**src/rtl/locker_ctrl.sv**
```systemverilog
// Combination-lock sequencer: collects a CODE_LEN-digit entry, compares it
// with the stored code, holds the lock open for a bounded time, counts
// consecutive failures into a timed lockout and allows reprogramming while open.
module locker_ctrl #(
    parameter int unsigned DIGIT_W     = 4,
    parameter int unsigned CODE_LEN    = 4,
    parameter int unsigned MAX_FAIL    = 3,
    parameter int unsigned LOCKOUT_CYC = 16,
    parameter int unsigned OPEN_CYC    = 8,
    parameter logic [CODE_LEN*DIGIT_W-1:0] RESET_CODE = 16'h1234
) (
    input  logic                              clk,
    input  logic                              reset,
    input  logic [DIGIT_W-1:0]                digit,
    input  logic                              enter,
    input  logic                              clear,
    input  logic                              lock,
    input  logic                              prog,
    output logic                              open,
    output logic                              error,
    output logic                              lockout,
    output logic [$clog2(CODE_LEN+1)-1:0]     entry_cnt,
    output logic [$clog2(MAX_FAIL+1)-1:0]     fail_cnt
);

    localparam int unsigned CW   = $clog2(CODE_LEN + 1);
    localparam int unsigned FW   = $clog2(MAX_FAIL + 1);
    localparam int unsigned KW   = CODE_LEN * DIGIT_W;
    localparam int unsigned TMAX = (LOCKOUT_CYC > OPEN_CYC) ? LOCKOUT_CYC : OPEN_CYC;
    localparam int unsigned TW   = $clog2(TMAX + 1);

    localparam logic [CW-1:0] LAST_SLOT  = CW'(CODE_LEN - 1);
    localparam logic [FW-1:0] FAIL_LIMIT = FW'(MAX_FAIL);
    localparam logic [TW-1:0] OPEN_LOAD  = TW'(OPEN_CYC);
    localparam logic [TW-1:0] LOCK_LOAD  = TW'(LOCKOUT_CYC);
    localparam logic [TW-1:0] TIMER_ONE  = TW'(1);

    typedef enum logic [2:0] {
        StIdle, StEntry, StCheck, StOpen, StProg, StError, StLockout
    } state_e;

    state_e        state_q, state_d;
    logic [KW-1:0] code_q, code_d;
    logic [KW-1:0] buf_q, buf_d;    // entry digits, also the shadow while programming
    logic [KW-1:0] buf_ins;         // buf_q with the current digit dropped into its slot
    logic [CW-1:0] cnt_q, cnt_d;
    logic [FW-1:0] fail_q, fail_d;
    logic [FW-1:0] fail_inc;
    logic [TW-1:0] timer_q, timer_d;

    // Place the incoming digit in slot cnt_q; slot 0 is the most significant digit.
    always_comb begin
        buf_ins = buf_q;
        for (int i = 0; i < CODE_LEN; i++) begin
            if (cnt_q == CW'(i)) begin
                buf_ins[(CODE_LEN-1-i)*DIGIT_W +: DIGIT_W] = digit;
            end
        end
    end

    assign fail_inc = fail_q + FW'(1);

    // Next-state logic for the sequencer, counters, timer and stored code.
    always_comb begin
        state_d = state_q;
        code_d  = code_q;
        buf_d   = buf_q;
        cnt_d   = cnt_q;
        fail_d  = fail_q;
        timer_d = timer_q;
        case (state_q)
            StIdle, StEntry: begin
                if (clear) begin
                    cnt_d   = '0;
                    state_d = StIdle;
                end else if (enter) begin
                    buf_d = buf_ins;
                    if (cnt_q == LAST_SLOT) begin
                        cnt_d   = '0;
                        state_d = StCheck;
                    end else begin
                        cnt_d   = cnt_q + CW'(1);
                        state_d = StEntry;
                    end
                end
            end
            StCheck: begin
                if (buf_q == code_q) begin
                    fail_d  = '0;
                    timer_d = OPEN_LOAD;
                    state_d = StOpen;
                end else begin
                    fail_d = fail_inc;
                    if (fail_inc == FAIL_LIMIT) begin
                        timer_d = LOCK_LOAD;
                        state_d = StLockout;
                    end else begin
                        state_d = StError;
                    end
                end
            end
            StError: begin
                if (clear) state_d = StIdle;
            end
            StLockout: begin
                if (timer_q <= TIMER_ONE) begin
                    timer_d = '0;
                    fail_d  = '0;
                    state_d = StIdle;
                end else begin
                    timer_d = timer_q - TIMER_ONE;
                end
            end
            StOpen: begin
                if (lock) begin
                    timer_d = '0;
                    state_d = StIdle;
                end else if (prog) begin
                    cnt_d   = '0;
                    state_d = StProg;
                end else if (timer_q <= TIMER_ONE) begin
                    timer_d = '0;
                    state_d = StIdle;
                end else begin
                    timer_d = timer_q - TIMER_ONE;
                end
            end
            StProg: begin
                // Timer is frozen here; every exit reloads it.
                if (clear) begin
                    cnt_d   = '0;
                    timer_d = OPEN_LOAD;
                    state_d = StOpen;
                end else if (enter) begin
                    buf_d = buf_ins;
                    if (cnt_q == LAST_SLOT) begin
                        code_d  = buf_ins;
                        cnt_d   = '0;
                        timer_d = OPEN_LOAD;
                        state_d = StOpen;
                    end else begin
                        cnt_d = cnt_q + CW'(1);
                    end
                end
            end
            default: state_d = StIdle;
        endcase
    end

    // State register with asynchronous reset restoring the factory code.
    always_ff @(posedge clk or posedge reset) begin
        if (reset) begin
            state_q <= StIdle;
            code_q  <= RESET_CODE;
            buf_q   <= '0;
            cnt_q   <= '0;
            fail_q  <= '0;
            timer_q <= '0;
        end else begin
            state_q <= state_d;
            code_q  <= code_d;
            buf_q   <= buf_d;
            cnt_q   <= cnt_d;
            fail_q  <= fail_d;
            timer_q <= timer_d;
        end
    end

    // Moore outputs decoded from the state register only.
    always_comb begin
        open    = (state_q == StOpen) || (state_q == StProg);
        error   = (state_q == StError) || (state_q == StLockout);
        lockout = (state_q == StLockout);
    end

    assign entry_cnt = cnt_q;
    assign fail_cnt  = fail_q;

endmodule
```
**config.mk**
```make
export PLATFORM = sky130hd
export DESIGN_NAME = locker_ctrl
export DESIGN_NICKNAME = d
export VERILOG_FILES = /design/src/rtl/locker_ctrl.sv
export SDC_FILE = /design/constraint.sdc
export NUM_CORES = 1
export LEC_CHECK = 0
export ABC_CLOCK_PERIOD_IN_PS = 3050
export CAP_MARGIN = 20
export CORE_MARGIN = 4
export CORE_UTILIZATION = 50
export DETAILED_ROUTE_END_ITERATION = 6
export PLACE_DENSITY = 0.81
export SLEW_MARGIN = 20
export SYNTH_ARGS = -nofsm -noshare
export SYNTH_HDL_FRONTEND = slang
export SYNTH_SLANG_ARGS = --single-unit
export TNS_END_PERCENT = 5
```
**constraint.sdc**
```tcl
create_clock -name clk -period 3.05 [get_ports clk]
set_input_delay 0.305 -clock clk [delete_from_list [all_inputs] [get_ports clk]]
set_output_delay 0.305 -clock clk [all_outputs]
set_load 0.03 [all_outputs]
```
Word-level counts from Yosys, hierarchy flattened. Cells that the tools add are included.

Output and inout bits: 8. Register bits: 45.

Reductions and logical operators: 15. Bitwise gates (word level): 1. Equality and inequality tests: 21. $add $sub $neg: 3. Multiplexer cells: 35. Order comparisons: 1.

Operators by type and width (count): $mux 3 (15); $mux 5 (8); $pmux 5 s4 (1); $pmux 3 s6 (1); $eq 16x16->1 (1); $mux 4 (4); $ne 3x3->1 const B (5); $eq 3x2->1 const B (4); $reduce_and 4->1 (3); $eq 3x3->1 const B (3); $mux 2 (4); $eq 3x1->1 const B (2); $logic_not 3->1 (2); $ne 2x2->1 const B (3); $pmux 3 s2 (1); $le 5x1->1 const B (1); $reduce_and 5->1 (1); $sub 5x1->5 const B (1); $pmux 2 s2 (1); $reduce_bool 2->1 (2); $reduce_bool 4->1 (1); $add 3x1->3 const B (1); $ne 3x1->1 const B (1); $reduce_and 3->1 (1); 8 further kinds (9).

Depth between registers and ports, before layout. Gate-level depths: netlist of run 1.

Depth in word-level cells: 5. Mapped depth: 7. Depth with buffers taken out: 7.

Least setup slack after synthesis of run 1. Ideal clock, no wire load.

Kind: reg2reg. Start: register cnt_q[0] (netlist: entry_cnt[0]). End: register code_q[11]. Cell stages (with the launch flop): 7. Setup time: 0.137 ns. Path buffers: 1. Required time: 2.913 ns. Arrival: 1.808 ns. Period minus slack after synthesis: 1.945 ns. Path slack: 1.105 ns. Path through: dfrtp_1 > ha_1 > nor2b_1 > nand4_1 > clkbuf_1 > nand2_1 > o21ai_0.

Cells in the longest elaborated chain, start to end: 2. Elaborated cells between the ends (all ways): 4. Classes of those cells: eq/ne: 2; mux: 1; reduce/logical: 1.

Ends and longest elaborated chain: start, declared (RTL line 46) `logic [CW-1:0] cnt_q, cnt_d;`; start signal, assigned (RTL line 163) `cnt_q <= cnt_d;`; $eq 3x2->1 / $eq 3x1->1 (equally long branches) (RTL line 136, 55); $reduce_and 4->1 (no line) / $mux 4 (equally long branches); end signal, assigned (RTL line 161) `code_q <= code_d;`; end, declared (RTL line 43) `logic [KW-1:0] code_q, code_d;`.

Parallel ways exist; a longest one is shown, timed or not. A chain may end at the register's enable or synchronous reset.

Final worst setup path of run 1.
Start: register state_q[1]. End: output port open.

Cells in the longest elaborated chain, start to end: 2. Elaborated cells between the ends (all ways): 3. Classes of those cells: eq/ne: 2; reduce/logical: 1.

Ends and longest elaborated chain: start, declared (RTL line 42) `state_e state_q, state_d;`; start signal, assigned (RTL line 153) `state_q <= StIdle;`; start signal, assigned (RTL line 160) `state_q <= state_d;`; $eq 3x2->1 / $eq 3x3->1 (equally long branches) (RTL line 171) `open = (state_q == StOpen) || (state_q == StProg);`; $logic_or 1x1->1 (*) (RTL line 171); end, declared (RTL line 19) `output logic open,`.

Every way passes the cells marked *; elsewhere a longest branch is shown, timed or not.

==> results of run 1 <==
-- how the worst min path moves through the flow --
| stage | slack [ns] | from | depth (start not counted) | to |
|---|---|---|---|---|
| detailed placement | 0.48 | code_q[9] | 2 | code_q[9] |
| CTS | 0.38 | reset | 2 | buf_q[11] |
| finish | 0.36 | reset | 2 | buf_q[11] |
| global placement | 0.47 | code_q[4] | 2 | code_q[4] |
| floorplan | 0.46 | digit[0] | 1 | buf_q[0] |
| global route | 0.40 | reset | 2 | buf_q[11] |
-- state kept, by name, indices dropped and copies added (netlist names) --
register   count
entry_cnt      3
code_q        16
buf_q         16
state_q        3
fail_cnt       2
timer_q        5
-- routing by layer --
metal	part of all wire (%)	vias up	track usage (%)
li1	-	874	-
met1	48	866	23.3
met2	47	35	27.6
met3	4.2	7	4.01
met4	1.4	0	5.77
met5	0	-	0
-- layout make-up --
type / instances / area (µm²) / area share, %
Tap cell: 67 / 83.8 / 2.99
Sequential cell: 45 / 1130 / 40.4
Timing Repair Buffer: 19 / 185 / 6.61
Clock buffer: 5 / 68.8 / 2.46
Inverter: 10 / 37.5 / 1.34
Multi-Input combinational cell: 177 / 1270 / 45.4
Clock inverter: 3 / 22.5 / 0.804
-- kinds of logic (layout without fill, tap and decap cells) --
family / count (synthesis) / in the layout
buffers and inverters: 18 / 37
flip-flops: 45 / 45
XOR/XNOR: 17 / 17
adder cells (fa/ha/maj): 7 / 7
AO/OA/AOI/OAI: 44 / 44
AND/OR/NAND/NOR: 71 / 71
multiplexers: 38 / 38
-- through the flow --
stage,util [%],std cells,setup WS (ns)
global placement,57.0,318,0.913
CTS,58.9,326,0.685
finish,58.9,326,0.705
global route,58.9,326,0.584
detailed placement,57.0,318,0.876
floorplan,-,240,1.10
-- layout by cell type (no fill, tap or decap), types with 5 or more instances in the layout --
cell / n
a21oi_1: 7
clkbuf_8: 5
clkdlybuf4s50_1: 17
dfrtp_1: 40
dfstp_2: 5
ha_1: 7
inv_1: 9
mux2_2: 21
mux2i_1: 14
nand2_1: 26
nand2b_1: 6
nor2_1: 13
nor2b_1: 8
nor4_1: 5
o21ai_0: 15
xor2_1: 16
-- power by group --
group / internal, mW / switching, mW / leakage (nW)
Sequential: 0.782 / 0.205 / 0.573
Combinational: 0.473 / 0.489 / 0.642
Clock: 0.163 / 0.209 / 0.0481
Total: 1.42 / 0.903 / 1.26
==> impl_metrics.csv, run 1 <==
group,metric,value,unit
worst_setup_path,crit_chain,"nor2b_1 > nand2_1 > o21ai_0 > clkdlybuf4s50_1",
floorplanning,die_w,78.3,µm
clock_network,cts_root_buffer,"clkbuf_8",
sta,maxSlewViolCount,0,
synth,synthArstFlopShare,100,%
drt,drc,0,
worst_setup_path,reg2reg_from,"code_q[12]",
worst_setup_path,critPathCaptureType,"primary output",
worst_setup_path,cp.depth,4,
worst_setup_path,arrival,2.04,ns
worst_setup_path,startpoint_type,"flop",
drt,ant_nets,0,
drt,drtPass1Iterations,4,
placed_design,place_congestion,0.799,
clock_network,clkLatencyLatePin,0.30,ns
worst_setup_path,critPathKind,"reg -> out",
worst_setup_path,cp-startpoint,"state_q[1]",
synth,syn_area_per_cell,10.3,µm²
final_layout,drive_gt1_share,14.3,%
synth,synth_edf_count,0,
synth,synth_top_family_by_area,"multiplexers",
worst_setup_path,rrSetupSlack,0.82,ns
clock_network,clock-sinks,45,
synth,synthMuxAreaShare,16.6,%
floorplanning,die_height,78.3,µm
global_route,grt_pass1_wl,8400,µm
worst_setup_path,crit_required,2.74,ns
synth,synth.top_cells.by_count,"dfrtp_1, nand2_1, mux2_2",
final_layout,final_cell_area,0.00280,mm²
worst_setup_path,cpMaxStageDelayCell,"clkdlybuf4s50_1",
floorplanning,dieArea,0.00613,mm²
sta,relSlewSlack,46.9,%
final_layout,fin_nets,275,
sta,fin_hold_ws,0.362,ns
synth,synthFlopType,"dfrtp_1",
sta,tightest_slew,0.791,ns
final_layout,nFillCells,425,
sta,rsz0062_at_grt,"false",
synth,syn-cell-area,0.00247,mm²
clock_network,cts_buffers,5,
global_route,grt_max_degree,29,
synth,synth_compound_area_share,11.4,%
synth,synthCells,240,
sta,clock.fmax,426,MHz
global_route,grt_pass1_vias,1805,
clock_network,path_clk_slew,0.09,ns
synth,synth_simple_gate_area_share,13.8,%
drt,detail_route.wl_per_cell,14.7,µm
synth,yosysSeqAreaShare,45.8,%
drt,vias,1782,
synth,synthXorXnorAreaFrac,6.03,%
floorplanning,pin_count,18,
global_route,antenna_found_initial,0,
synth,synth.top_cell.area_share,40.5,%
worst_setup_path,cpLargestDelayFamily,"buffers and inverters",
floorplanning,initial_core_util,52.0,%
global_route,grt_overflow_total,0,
synth,synth_seq_cells,45,
placed_design,placed_area,0.00271,mm²
synth,synth_top_area_cell,"dfrtp_1",
drt,drt_first_iter_violations,118,
floorplanning,core_area,0.00475,mm²
synth,synth_warnings,0,
final_layout,area_growth_syn_to_layout,13.4,%
worst_setup_path,r2r_cells,5,
floorplanning,fp-row-count,25,
pwr,totalPowerFinal,2.32,mW
sta,tns,0,ns
clock_network,post_cts_buffers,0,
clock_network,cts_tree,"done",
sta,setup-violations-final,0,
global_route,track_usage,17.3,%
drt,vias_per_cell,5.47,
drt,wirelength,4800,µm
synth,yosys.cell_types.count,39,
clock_network,ctsHoldBuffers,0,
clock_network,cts.htree.levels,2,
hold_path,hp-class,"in -> async",
sta,layout_min_cycle_time,2.35,ns
worst_setup_path,reg2reg_to,"timer_q[3]",
pwr,power_density,828,mW/mm²
worst_setup_path,cp_slowest_stage_delay,0.69,ns
clock_network,cts_resized,0,
pwr,ir_drop,0.419,mV
job,drv_cap,0,
worst_setup_path,cp_max_fo,12,
placed_design,io_buffer_count,17,
clock_network,clk_path_buf_depth,2,
final_layout,n_antenna_cell,0,
synth,synthAdderAreaFrac,3.54,%
sta,finClkSkew,0.0109,ns
worst_setup_path,path_buf_inv,1,
sta,hold_violations,0,
synth,synth_area_leaders,"dfrtp_1, mux2_2, mux2i_1",
worst_setup_path,crit_end,"open",
synth,synth_most_common_cell,"dfrtp_1",
pwr,power.leakage,1.26,nW
synth,syn_nets,257,
placed_design,dp_hpwl,3530,µm
status,status,"completed",
sta,fin_crit_sh,76.9,%
(Power assumes the default switching activity.)
==> run 2: changes to the inputs <==
--- a/config.mk
+++ b/config.mk
@@ -5,7 +5,7 @@
 export SDC_FILE = /design/constraint.sdc
 export NUM_CORES = 1
 export LEC_CHECK = 0
-export ABC_CLOCK_PERIOD_IN_PS = 3050
+export ABC_CLOCK_PERIOD_IN_PS = 2300
 export CAP_MARGIN = 20
 export CORE_MARGIN = 4
 export CORE_UTILIZATION = 50
==> constraint.sdc (replaced) <==
create_clock -name clk -period 2.3 [get_ports clk]
set_input_delay 0.23 -clock clk [delete_from_list [all_inputs] [get_ports clk]]
set_output_delay 0.23 -clock clk [all_outputs]
set_load 0.03 [all_outputs]
==> impl_metrics.csv, run 2 (synthesis results as in run 1) <==
group,metric,value,unit
drt,drtPass1Iterations,5,
floorplanning,initial_core_util,52.0,%
final_layout,n_antenna_cell,0,
drt,wirelength,4820,µm
worst_setup_path,path_buf_inv,2,
worst_setup_path,cpMaxStageDelayCell,"clkdlybuf4s50_1",
worst_setup_path,crit_chain,"inv_1 > nand2_1 > a21boi_0 > clkdlybuf4s50_1",
final_layout,seq_area,0.00113,mm²
final_layout,largestRegisters,"buf_q: 16 flops, code_q: 16 flops, timer_q: 5 flops",
worst_setup_path,r2r_cells,5,
clock_network,cts_tree,"done",
pwr,totalPowerFinal,3.36,mW
sta,clock.fmax,463,MHz
pwr,ir_drop,0.686,mV
worst_setup_path,startpoint_type,"flop",
final_layout,area_growth_syn_to_layout,18.0,%
final_layout,layout_common_cells,"dfrtp_1, nand2_1, mux2_2",
final_layout,drive_gt1_share,16.5,%
global_route,track_usage,17.3,%
placed_design,place_ws,0.263,ns
status,status,"completed",
global_route,grt_max_degree,29,
clock_network,clk_path_buf_depth,2,
floorplanning,die_w,78.3,µm
sta,setup-violations-final,0,
sta,finClkSkew,0.0131,ns
sta,relSlewSlack,38.1,%
final_layout,fin_util,61.3,%
job,drv_cap,0,
sta,setup_ws,0.141,ns
drt,vias,1841,
floorplanning,core_area,0.00475,mm²
clock_network,cts_buffers,5,
pwr,power_density,1150,mW/mm²
sta,hold_violations,0,
worst_setup_path,crit_required,2.07,ns
drt,drc,0,
clock_network,cts.htree.levels,2,
drt,vias_per_cell,5.53,
pwr,power.leakage,1.34,nW
worst_setup_path,cp_slowest_stage_delay,0.69,ns
global_route,grt_pass1_vias,1803,
worst_setup_path,arrival,1.93,ns
sta,rsz0062_at_grt,"false",
global_route,grt_pass1_wl,8460,µm
sta,fin_crit_sh,93.9,%
final_layout,fin_cells,333,
worst_setup_path,critPathKind,"reg -> out",
sta,tns,0,ns
drt,ant_nets,0,
worst_setup_path,cp_max_fo,12,
floorplanning,pin_count,18,
global_route,antenna_found_initial,0,
global_route,grt_overflow_total,0,
clock_network,clkLatencyLatePin,0.30,ns
drt,detail_route.wl_per_cell,14.5,µm
floorplanning,fp-row-count,25,
placed_design,io_buffer_count,17,
sta,layout_min_cycle_time,2.16,ns
floorplanning,dieArea,0.00613,mm²
worst_setup_path,cpLargestDelayFamily,"buffers and inverters",
final_layout,final_common_cell,"dfrtp_1",
final_layout,fin_nets,282,
placed_design,place_congestion,0.839,
clock_network,ctsHoldBuffers,0,
placed_design,dp_hpwl,3480,µm
final_layout,nFillCells,393,
worst_setup_path,reg2reg_to,"timer_q[0]",
clock_network,path_clk_slew,0.09,ns
hold_path,hp-class,"in -> async",
worst_setup_path,rrSetupSlack,0.21,ns
floorplanning,die_height,78.3,µm
clock_network,clock-sinks,45,
sta,tightest_slew,0.922,ns
worst_setup_path,reg2reg_from,"code_q[2]",
clock_network,cts_root_buffer,"clkbuf_8",
final_layout,multi_input_area,0.00127,mm²
worst_setup_path,critPathCaptureType,"primary output",
drt,drt_first_iter_violations,88,
sta,maxSlewViolCount,0,
placed_design,dp.cells,325,
-- run 2: repair_timing --
action                     in CTS  in global routing
buffers inserted                0                  0
gates resized for setup         0                  1
setup endpoints to repair       0                  1
-- run 2: layer usage --
metal  vias to the layer above  track usage [%]  share of wire, %
met1                       889             23.0                46
met3                         5             3.90               4.1
met2                        49             29.3                49
li1                        898                -                 -
met5                         -                0                 0
met4                         0             3.15              0.91
-- run 2: worst max path at each step --
| stage | from | endpoint | slack [ns] | depth (start not counted) |
|---|---|---|---|---|
| after global placement | code_q[2] | timer_q[3] | 0.30 | 5 |
| after global routing | state_q[0] | error | 0.04 | 3 |
| after detailed placement | code_q[2] | timer_q[0] | 0.26 | 5 |
| after CTS | state_q[0] | open | 0.08 | 3 |
| final | state_q[1] | error | 0.14 | 4 |
| after floorplan | entry_cnt[0] | code_q[11] | 0.35 | 6 |
-- run 2: power by group --
part	internal (mW)	leakage (nW)	switching [mW]
registers	1.04	0.573	0.264
logic	0.675	0.700	0.668
clock network	0.437	0.0687	0.281
-- run 2: per-stage QoR --
stage	hold WS, ns	area, µm²
2_1_floorplan	0.380	2470
3_3_place_gp	0.473	2780
3_5_place_dp	0.480	2780
4_1_cts	0.341	2910
5_1_grt	0.369	2920
6_report	0.320	2920
-- run 2: layout make-up --
cell class                 instances  share of cell area (%)
inverter                          10                    1.29
timing repair buffer              26                    8.67
clock inverter                     3                    2.36
sequential                        45                    38.8
tap                               67                    2.88
clock buffer                       5                    2.36
multi-input combinational        177                    43.6
